==> src/rtl/lfsr_pkg.sv <==
// Shared definitions for the LFSR pseudo-random generator.
//   state_t : generator FSM states (filling a word / holding a finished word)
//   TAPS_*  : maximal-length Galois tap masks for common register lengths
package lfsr_pkg;

  typedef enum logic {
    S_FILL = 1'b0,
    S_HOLD = 1'b1
  } state_t;

  localparam logic [7:0]  TAPS_8  = 8'hB8;
  localparam logic [15:0] TAPS_16 = 16'hB400;
  localparam logic [31:0] TAPS_32 = 32'h80200003;

endpackage

==> src/rtl/lfsr_step.sv <==
// One combinational Galois LFSR step.
//   cur : current shift register value
//   nxt : value after one step
//   b   : emitted bit (the LSB shifted out)
module lfsr_step #(
  parameter int              LEN  = 8,
  parameter logic [LEN-1:0]  TAPS = '0
) (
  input  logic [LEN-1:0] cur,
  output logic [LEN-1:0] nxt,
  output logic           b
);

  assign b   = cur[0];
  assign nxt = {1'b0, cur[LEN-1:1]} ^ (b ? TAPS : '0);

endmodule

==> src/rtl/lfsr_prng.sv <==
// Galois-LFSR random word generator with valid/ready output and seed handshake.
//   clk, rst    : clock, asynchronous active-high reset
//   en          : advance enable (pauses a partially filled word when low)
//   seed_valid  : seed offer; seed_ready = ~out_valid | out_ready
//   seed        : new register value, zero selects DEFAULT_SEED
//   out_valid   : out_data holds a complete word; out_ready accepts it
//   out_data    : random word, first generated bit in [0]
//   lockup_err  : sticky, set when the all-zero state was seen and repaired
module lfsr_prng
  import lfsr_pkg::*;
#(
  parameter int             LEN          = 8,
  parameter logic [LEN-1:0] TAPS         = LEN'(TAPS_8),
  parameter logic [LEN-1:0] DEFAULT_SEED = {LEN{1'b1}},
  parameter int             STEPS        = 1,
  parameter int             OUT_W        = 8
) (
  input  logic             clk,
  input  logic             rst,
  input  logic             en,
  input  logic             seed_valid,
  input  logic [LEN-1:0]   seed,
  output logic             seed_ready,
  output logic             out_valid,
  input  logic             out_ready,
  output logic [OUT_W-1:0] out_data,
  output logic             lockup_err
);

  localparam int CW = $clog2(OUT_W + 1);

  if (STEPS < 1 || STEPS > OUT_W || (OUT_W % STEPS) != 0) begin : g_bad_steps
    $error("lfsr_prng: STEPS must be in 1..OUT_W and divide OUT_W");
  end
  if (LEN < 2 || OUT_W < 2) begin : g_bad_size
    $error("lfsr_prng: LEN and OUT_W must be at least 2");
  end

  state_t           state;
  logic [LEN-1:0]   sreg;
  logic [CW-1:0]    cnt;
  logic [OUT_W-1:0] pk;

  // STEPS chained single steps; chain[i] is the register after i steps
  logic [STEPS:0][LEN-1:0] chain;
  logic [STEPS-1:0]        bits;

  assign chain[0] = sreg;

  for (genvar i = 0; i < STEPS; i++) begin : g_step
    lfsr_step #(.LEN(LEN), .TAPS(TAPS)) u_step (
      .cur(chain[i]),
      .nxt(chain[i+1]),
      .b  (bits[i])
    );
  end

  // Packer: each new bit enters at the MSB so the oldest bit ends up in [0]
  logic [OUT_W-1:0] pk_n;
  always_comb begin
    pk_n = pk;
    for (int i = 0; i < STEPS; i++) pk_n = {bits[i], pk_n[OUT_W-1:1]};
  end

  logic [CW-1:0] cnt_n;
  logic          acc, seed_ld, lock, run;

  assign cnt_n      = cnt + CW'(STEPS);
  assign seed_ready = ~out_valid | out_ready;
  assign acc        = out_valid & out_ready;
  assign seed_ld    = seed_valid & seed_ready;
  assign lock       = (sreg == '0);
  // A handshake edge also starts the next word, keeping full throughput
  assign run        = en & ((state == S_FILL) | acc);

  always_ff @(posedge clk or posedge rst) begin
    if (rst) begin
      state      <= S_FILL;
      sreg       <= DEFAULT_SEED;
      cnt        <= '0;
      pk         <= '0;
      out_valid  <= 1'b0;
      out_data   <= '0;
      lockup_err <= 1'b0;
    end else begin
      if (acc) begin
        out_valid <= 1'b0;
        state     <= S_FILL;
      end
      // Priority: seed load, then lock-up repair, then normal stepping
      if (seed_ld) begin
        sreg       <= (seed != '0) ? seed : DEFAULT_SEED;
        cnt        <= '0;
        pk         <= '0;
        lockup_err <= 1'b0;
      end else if (lock) begin
        sreg       <= DEFAULT_SEED;
        lockup_err <= 1'b1;
      end else if (run) begin
        sreg <= chain[STEPS];
        pk   <= pk_n;
        if (cnt_n == CW'(OUT_W)) begin
          cnt       <= '0;
          out_data  <= pk_n;
          out_valid <= 1'b1;
          state     <= S_HOLD;
        end else begin
          cnt <= cnt_n;
        end
      end
    end
  end

endmodule

==> config.mk <==
export PLATFORM = sky130hd
export DESIGN_NAME = lfsr_prng
export DESIGN_NICKNAME = d
export VERILOG_FILES = /design/src/rtl/lfsr_pkg.sv /design/src/rtl/lfsr_step.sv /design/src/rtl/lfsr_prng.sv
export SDC_FILE = /design/constraint.sdc
export NUM_CORES = 1
export LEC_CHECK = 0
export CAP_MARGIN = 10
export CORE_MARGIN = 4
export CORE_UTILIZATION = 30
export CTS_BUF_LIST = sky130_fd_sc_hd__clkbuf_2
export DETAILED_ROUTE_END_ITERATION = 16
export PLACE_DENSITY_LB_ADDON = 0.05
export SLEW_MARGIN = 40
export SYNTH_ARGS = -nofsm -noshare
export SYNTH_HDL_FRONTEND = slang
export SYNTH_SLANG_ARGS = --single-unit
==> constraint.sdc <==
create_clock -name clk -period 2.26 [get_ports clk]
set_input_delay 0.226 -clock clk [delete_from_list [all_inputs] [get_ports clk]]
set_output_delay 0.226 -clock clk [all_outputs]
set_load 0.05 [all_outputs]
# After elaboration in Yosys (flattened, before gate mapping)
# Cells that the tools add are included.
op_classes:
  n_addsub: 1
  eq_ne: 2
  reduce_logical: 7
  bitwise: 10
  mux: 24
ops:
  columns: ["op", "count"]
  rows:
  - ["two-way mux 8 bit", 8]
  - ["two-way mux 4 bit", 4]
  - ["two-way mux 1 bit", 12]
  - ["zero test 8 bit", 1]
  - ["nonzero test 8 bit", 1]
  - ["bitwise XOR 7 x 8 -> 8 bit", 1]
  - ["adder 4 x 1 -> 4 bit (second input constant)", 1]
  - ["equality test 4 bit (second input constant)", 1]
  - ["NOT 1 bit", 4]
  - ["AND reduction 4 bit", 1]
  - ["nonzero test 2 bit", 2]
  - ["bitwise AND 1 bit", 3]
  - ["nonzero test 3 bit", 1]
  - ["inequality test 2 bit (second input constant)", 1]
  - ["bitwise OR 1 bit", 2]
  - ["AND reduction 2 bit", 1]
totals:
  out_inout_bits: 11
  inputBits: 13
  regBits: 31
  wordCells: 51

# Depth between registers and ports, before layout
depth:
  word_depth: 6
  ltp_mapped: 7
  mapped_depth_nobuf: 4

# Cells and area by module
# A second synthesis with hierarchy kept.
unflattened:
  cells_unflattened: 120
  hier_area_um2: 1443.9
by_module_without_submodules:
  columns: ["module", "area_each_um2", "n_inst", "seq_area_each_um2", "cells_per_inst"]
  rows:
  - ["lfsr_prng", 1372.6, 1, 760.7, 111]
  - ["lfsr_step", 71.3, 1, 0.0, 9]

# Least setup slack after synthesis
# No wires, ideal clock.
synth_timing:
  kind: "flip-flop to flip-flop"
  startpoint: "reg out_valid"
  endpoint: "reg out_data[0]"
  period_less_slack_ps: 2085
  arrival_ps: 1960
  stages_incl_launch_ff: 7
  path_buffers: 2
  setup_ps: 125
  slack_ps: 175
  required_ps: 2135
  path_cell_list: "dfrtp_1 nand2b_4 buf_6 a22o_1 or3_1 buf_6 mux2_4"
synth_between:
  elab_chain_len: 5
  word_cells_on_any_way: 8
  classes_between: "bitwise (7); reduce/logical (1)"
synth_lines:
  columns: ["item", "line", "rtl"]
  rows:
  - ["start, declared", "lfsr_prng.sv:24", "output logic out_valid,"]
  - ["start signal, assigned", "lfsr_prng.sv:82", "out_valid <= 1'b0;"]
  - ["start signal, assigned", "lfsr_prng.sv:87", "out_valid <= 1'b0;"]
  - ["start signal, assigned", "lfsr_prng.sv:105", "out_valid <= 1'b1;"]
  - ["NOT 1 bit", "lfsr_prng.sv:69", "assign seed_ready = ~out_valid | out_ready;"]
  - ["bitwise OR 1 bit", "lfsr_prng.sv:69", null]
  - ["net seed_ready", "lfsr_prng.sv:23", "output logic seed_ready,"]
  - ["bitwise AND 1 bit", "lfsr_prng.sv:71", "assign seed_ld = seed_valid & seed_ready;"]
  - ["NOT 1 bit (no source line)", null, null]
  - ["AND reduction 4 bit (no source line)", null, null]
  - ["end signal, assigned", "lfsr_prng.sv:104", "out_data <= pk_n;"]
  - ["end, declared", "lfsr_prng.sv:26", "output logic [OUT_W-1:0] out_data,"]
# The timed path passes the listed nets, and every way through them passes these cells.
# A chain may end at the register's enable or synchronous reset.

# Worst setup path after layout
layout_timing:
  startpoint: "reg sreg[0]"
  endpoint: "reg pk[7]"
layout_between:
  elab_chain_len: 3
  word_cells_on_any_way: 6
  classes_between: "eq/ne (1); mux (3); reduce/logical (2)"
layout_lines:
  columns: ["item", "line", "rtl"]
  rows:
  - ["start, declared", "lfsr_prng.sv:40", "logic [LEN-1:0] sreg;"]
  - ["start signal, assigned", "lfsr_prng.sv:92", "sreg <= (seed != '0) ? seed : DEFAULT_SEED;"]
  - ["start signal, assigned", "lfsr_prng.sv:100", "sreg <= chain[STEPS];"]
  - ["zero test 8 bit / two-way mux 8 bit (equally long branches)", "lfsr_prng.sv:72, lfsr_prng.sv:99", null]
  - ["inequality test 2 bit (no source line) / two-way mux 8 bit (equally long branches)", null, null]
  - ["AND reduction 2 bit (no source line) / two-way mux 8 bit (equally long branches)", null, null]
  - ["end signal, assigned", "lfsr_prng.sv:101", "pk <= pk_n;"]
  - ["end, declared", "lfsr_prng.sv:42", "logic [OUT_W-1:0] pk;"]
# Parallel ways exist; a longest one is shown, timed or not. The select of a mux whose other input is x is not followed.

==> impl_results.md <==
* Area of placed instances at 0.00173 mm2
* Place WS at 0.148 ns
* Routed wire length at 3060 um
* RePlAce Congestion at 0.775
* FP Rows at 24
* Chip Height at 76.5 um
* Area Overhead vs Synth at 25.2%
* Hold WC Path Type: in2async
* Synth Cell Area at 0.00141 mm2
* Final Hold Fails at 0
* Synth Register Bits at 30
* Pins Over Slew Limit at 0
* Fin crit share at 89.4%
* Critical Path End Type: register
* Outcome: finished clean
* Final Skew at 0.0126 ns
* CTS tree: done
* Library cells used by synthesis at 31
* Diodes inserted at 0
* Crit-path max cell delay at 0.67 ns
* Post-CTS sizing at 0
* CTS Root Cell: clkbuf_2
* Setup_tns at 0 ns
* Slack of the critical path at 0.240 ns
* Nets at 160
* P_leak at 0.783 nW
* I/O Buffers at 23
* CP max stage cell: dfstp_2
* Max-Slew Margin vs Limit at 51.6%
* First-pass GRT wire length at 5270 um
* CP cell instances: nor4_2 > a22o_1 > buf_4 > nor2b_1 > a22o_1
* Worst-path fanout max at 10
* Start-to-end type of the worst setup path: reg2reg
* Detailed Route Iter0 Violations at 70
* Share of the synthesized area in the top cell type at 39.1%
* Syn Nets at 127
* CORE AREA at 0.00444 mm2
* Non-filler cells in the finished layout at 199
* Number of fill cells at 447
* ANT nets after route at 0
* Cell Pwr Density at 548 mW/mm2
* GR Layer Usage met2 at 17.1%
* Via density at 5.10
* Clk_lat worst skew at 0.36 ns
* Crit path arrival time at 2.32 ns
* WL/cell at 15.4 um
* F_max at 495 MHz
* Worst path bufs/invs at 1
* Grt ovf at 0
* Top area cells in the synthesized netlist: dfrtp_1 39%, dfstp_2 15%, mux2_4 8.5%
* Worst VDD drop at 0.258 mV
* Sequential area share after synthesis at 54.0%
* Share of post-route cells with drive strength above 1 at 25.2%
* Clock transition at the registers of the reported paths at 0.15 ns
* Detail Placement HPWL at 2200 um
* Hold Buf Count CTS at 0
* H-Tree Depth at 2
* TritonCTS buffer count at 5
* Total global-route track usage at 11.5%
* Fin crit period at 2.02 ns
* Busiest grt layer: met2
* Most frequent cells in the layout: 22 x dfrtp_1, 22 x clkdlybuf4s50_1, 11 x a22o_1, 11 x a21oi_1
* Avg Inst Size Synth at 12.5 um2
* Top Ports at 24
* Die area at 0.00586 mm2
* Synth area leader: dfrtp_1
* Vias post-DR at 1015
* CTS sink count at 30
* Max_cap viols at 0
* Initial antenna violation count at 0
* M3 GR Usage at 4.85%
* Fin area at 0.00176 mm2
* Slew @ Worst Pin at 0.724 ns
* Vias in the first global route at 1075
* Met1 usage at 14.8%
* Remaining DRCs at 0
* Largest net degree at the start of global routing at 31
* Crit path required time at 2.56 ns
* Yosys warning count at 0
* CP startpoint kind: register
* Crit-path most repeated cell: a22o_1
* Cells after synthesis at 113
* Setup Fix Bufs, Post-CTS at 0
* RSZ-0062 raised after global routing: false
* Initial Util at 31.7%
* Detailed Routing Iterations Pass 1 at 4
* Top Family by Delay on Critical Path: simple AND/OR/NAND/NOR gates
* Placed cell count at 191
* Final setup vio count at 0
* Die X-Extent at 76.5 um
* CTS Buffer Depth at 2
-- through the flow --
stage / util (%) / total power, mW / hold WS (ns)
finish: 39.7 / 0.967 / 0.218
global route: 39.7 / 1.04 / 0.179
CTS: 39.7 / 0.987 / 0.198
detailed placement: 38.8 / 0.726 / 0.491
global placement: 38.8 / 0.726 / 0.495
floorplan: - / 0.670 / 0.311
-- layer usage --
| layer | share of wire [%] | vias to the layer above | wire [um] |
|---|---|---|---|
| li1 | - | 490 | - |
| met3 | 5.8 | 8 | 178 |
| met1 | 48 | 491 | 1480 |
| met5 | 0 | - | 0 |
| met2 | 44 | 26 | 1350 |
| met4 | 2.0 | 0 | 60 |
-- synthesized netlist by cell type --
library cell / number
nor2b_1: 1
nor4_1: 1
nor2_1: 10
inv_1: 1
o21ai_0: 1
nand4_1: 1
o2bb2ai_1: 8
nand2_1: 3
buf_2: 2
dfrtp_1: 22
dfstp_2: 8
nand2b_4: 1
mux2_4: 8
buf_4: 1
a22o_1: 11
o211ai_1: 1
a21oi_1: 11
xor2_1: 4
clkbuf_1: 1
a31oi_1: 1
xnor2_1: 1
o2111ai_1: 1
nor4_2: 1
or4_1: 4
a22oi_2: 1
buf_6: 2
a32o_1: 1
or3_1: 1
and2_1: 2
ha_1: 1
a21bo_2: 1
-- area by class of cell --
class | count | area [um2] | share of cell area (%)
sequential | 30 | 761 | 43.1
clock inverter | 2 | 8.76 | 0.496
clock buffer | 6 | 30.0 | 1.70
timing repair buffer | 32 | 295 | 16.7
multi-input combinational | 76 | 601 | 34.0
inverter | 1 | 3.75 | 0.213
tap | 52 | 65.1 | 3.69
-- kinds of logic after synthesis --
group	synth area share, %
fa+ha+maj	0.888
buf+inv	3.37
simple gates	10.1
flops	54.0
compound gates	20.0
xor+xnor	3.11
mux	8.53
-- power breakdown --
group | internal [mW] | switching, mW
combinational | 0.0571 | 0.0550
sequential | 0.573 | 0.0303
clock | 0.0760 | 0.175
total | 0.706 | 0.260
-- final timing paths --
| path | end | start | cells past startpoint | slack [ns] |
|---|---|---|---|---|
| hold reg to reg | sreg[1]$_DFFE_PP1P_ | sreg[1]$_DFFE_PP1P_ | 1 | 0.52 |
| setup / recovery | pk[7]$_DFFE_PP0P_ | sreg[0]$_DFFE_PP1P_ | 5 | 0.24 |
| min in group clk | sreg[6]$_DFFE_PP1P_ | seed[6] | 3 | 0.47 |
| max in group asynchronous | sreg[1]$_DFFE_PP1P_ | rst | 3 | 1.72 |
| hold / removal | pk[3]$_DFFE_PP0P_ | rst | 3 | 0.22 |
| setup reg to reg | pk[7]$_DFFE_PP0P_ | sreg[0]$_DFFE_PP1P_ | 5 | 0.24 |
-- sequential cells by signal, indices dropped and copies added (netlist names) --
| signal | count |
|---|---|
| out_data | 8 |
| state | 1 |
| sreg | 8 |
| lockup_err | 1 |
| out_valid | 1 |
| cnt | 4 |
| pk | 7 |
-- worst min-delay path: stages --
cell and delay [ns]:
clkdlybuf4s50_1 0.40, inv_1 0.05, buf_4 0.34
No activity file was read; power rests on OpenSTA's default activity.
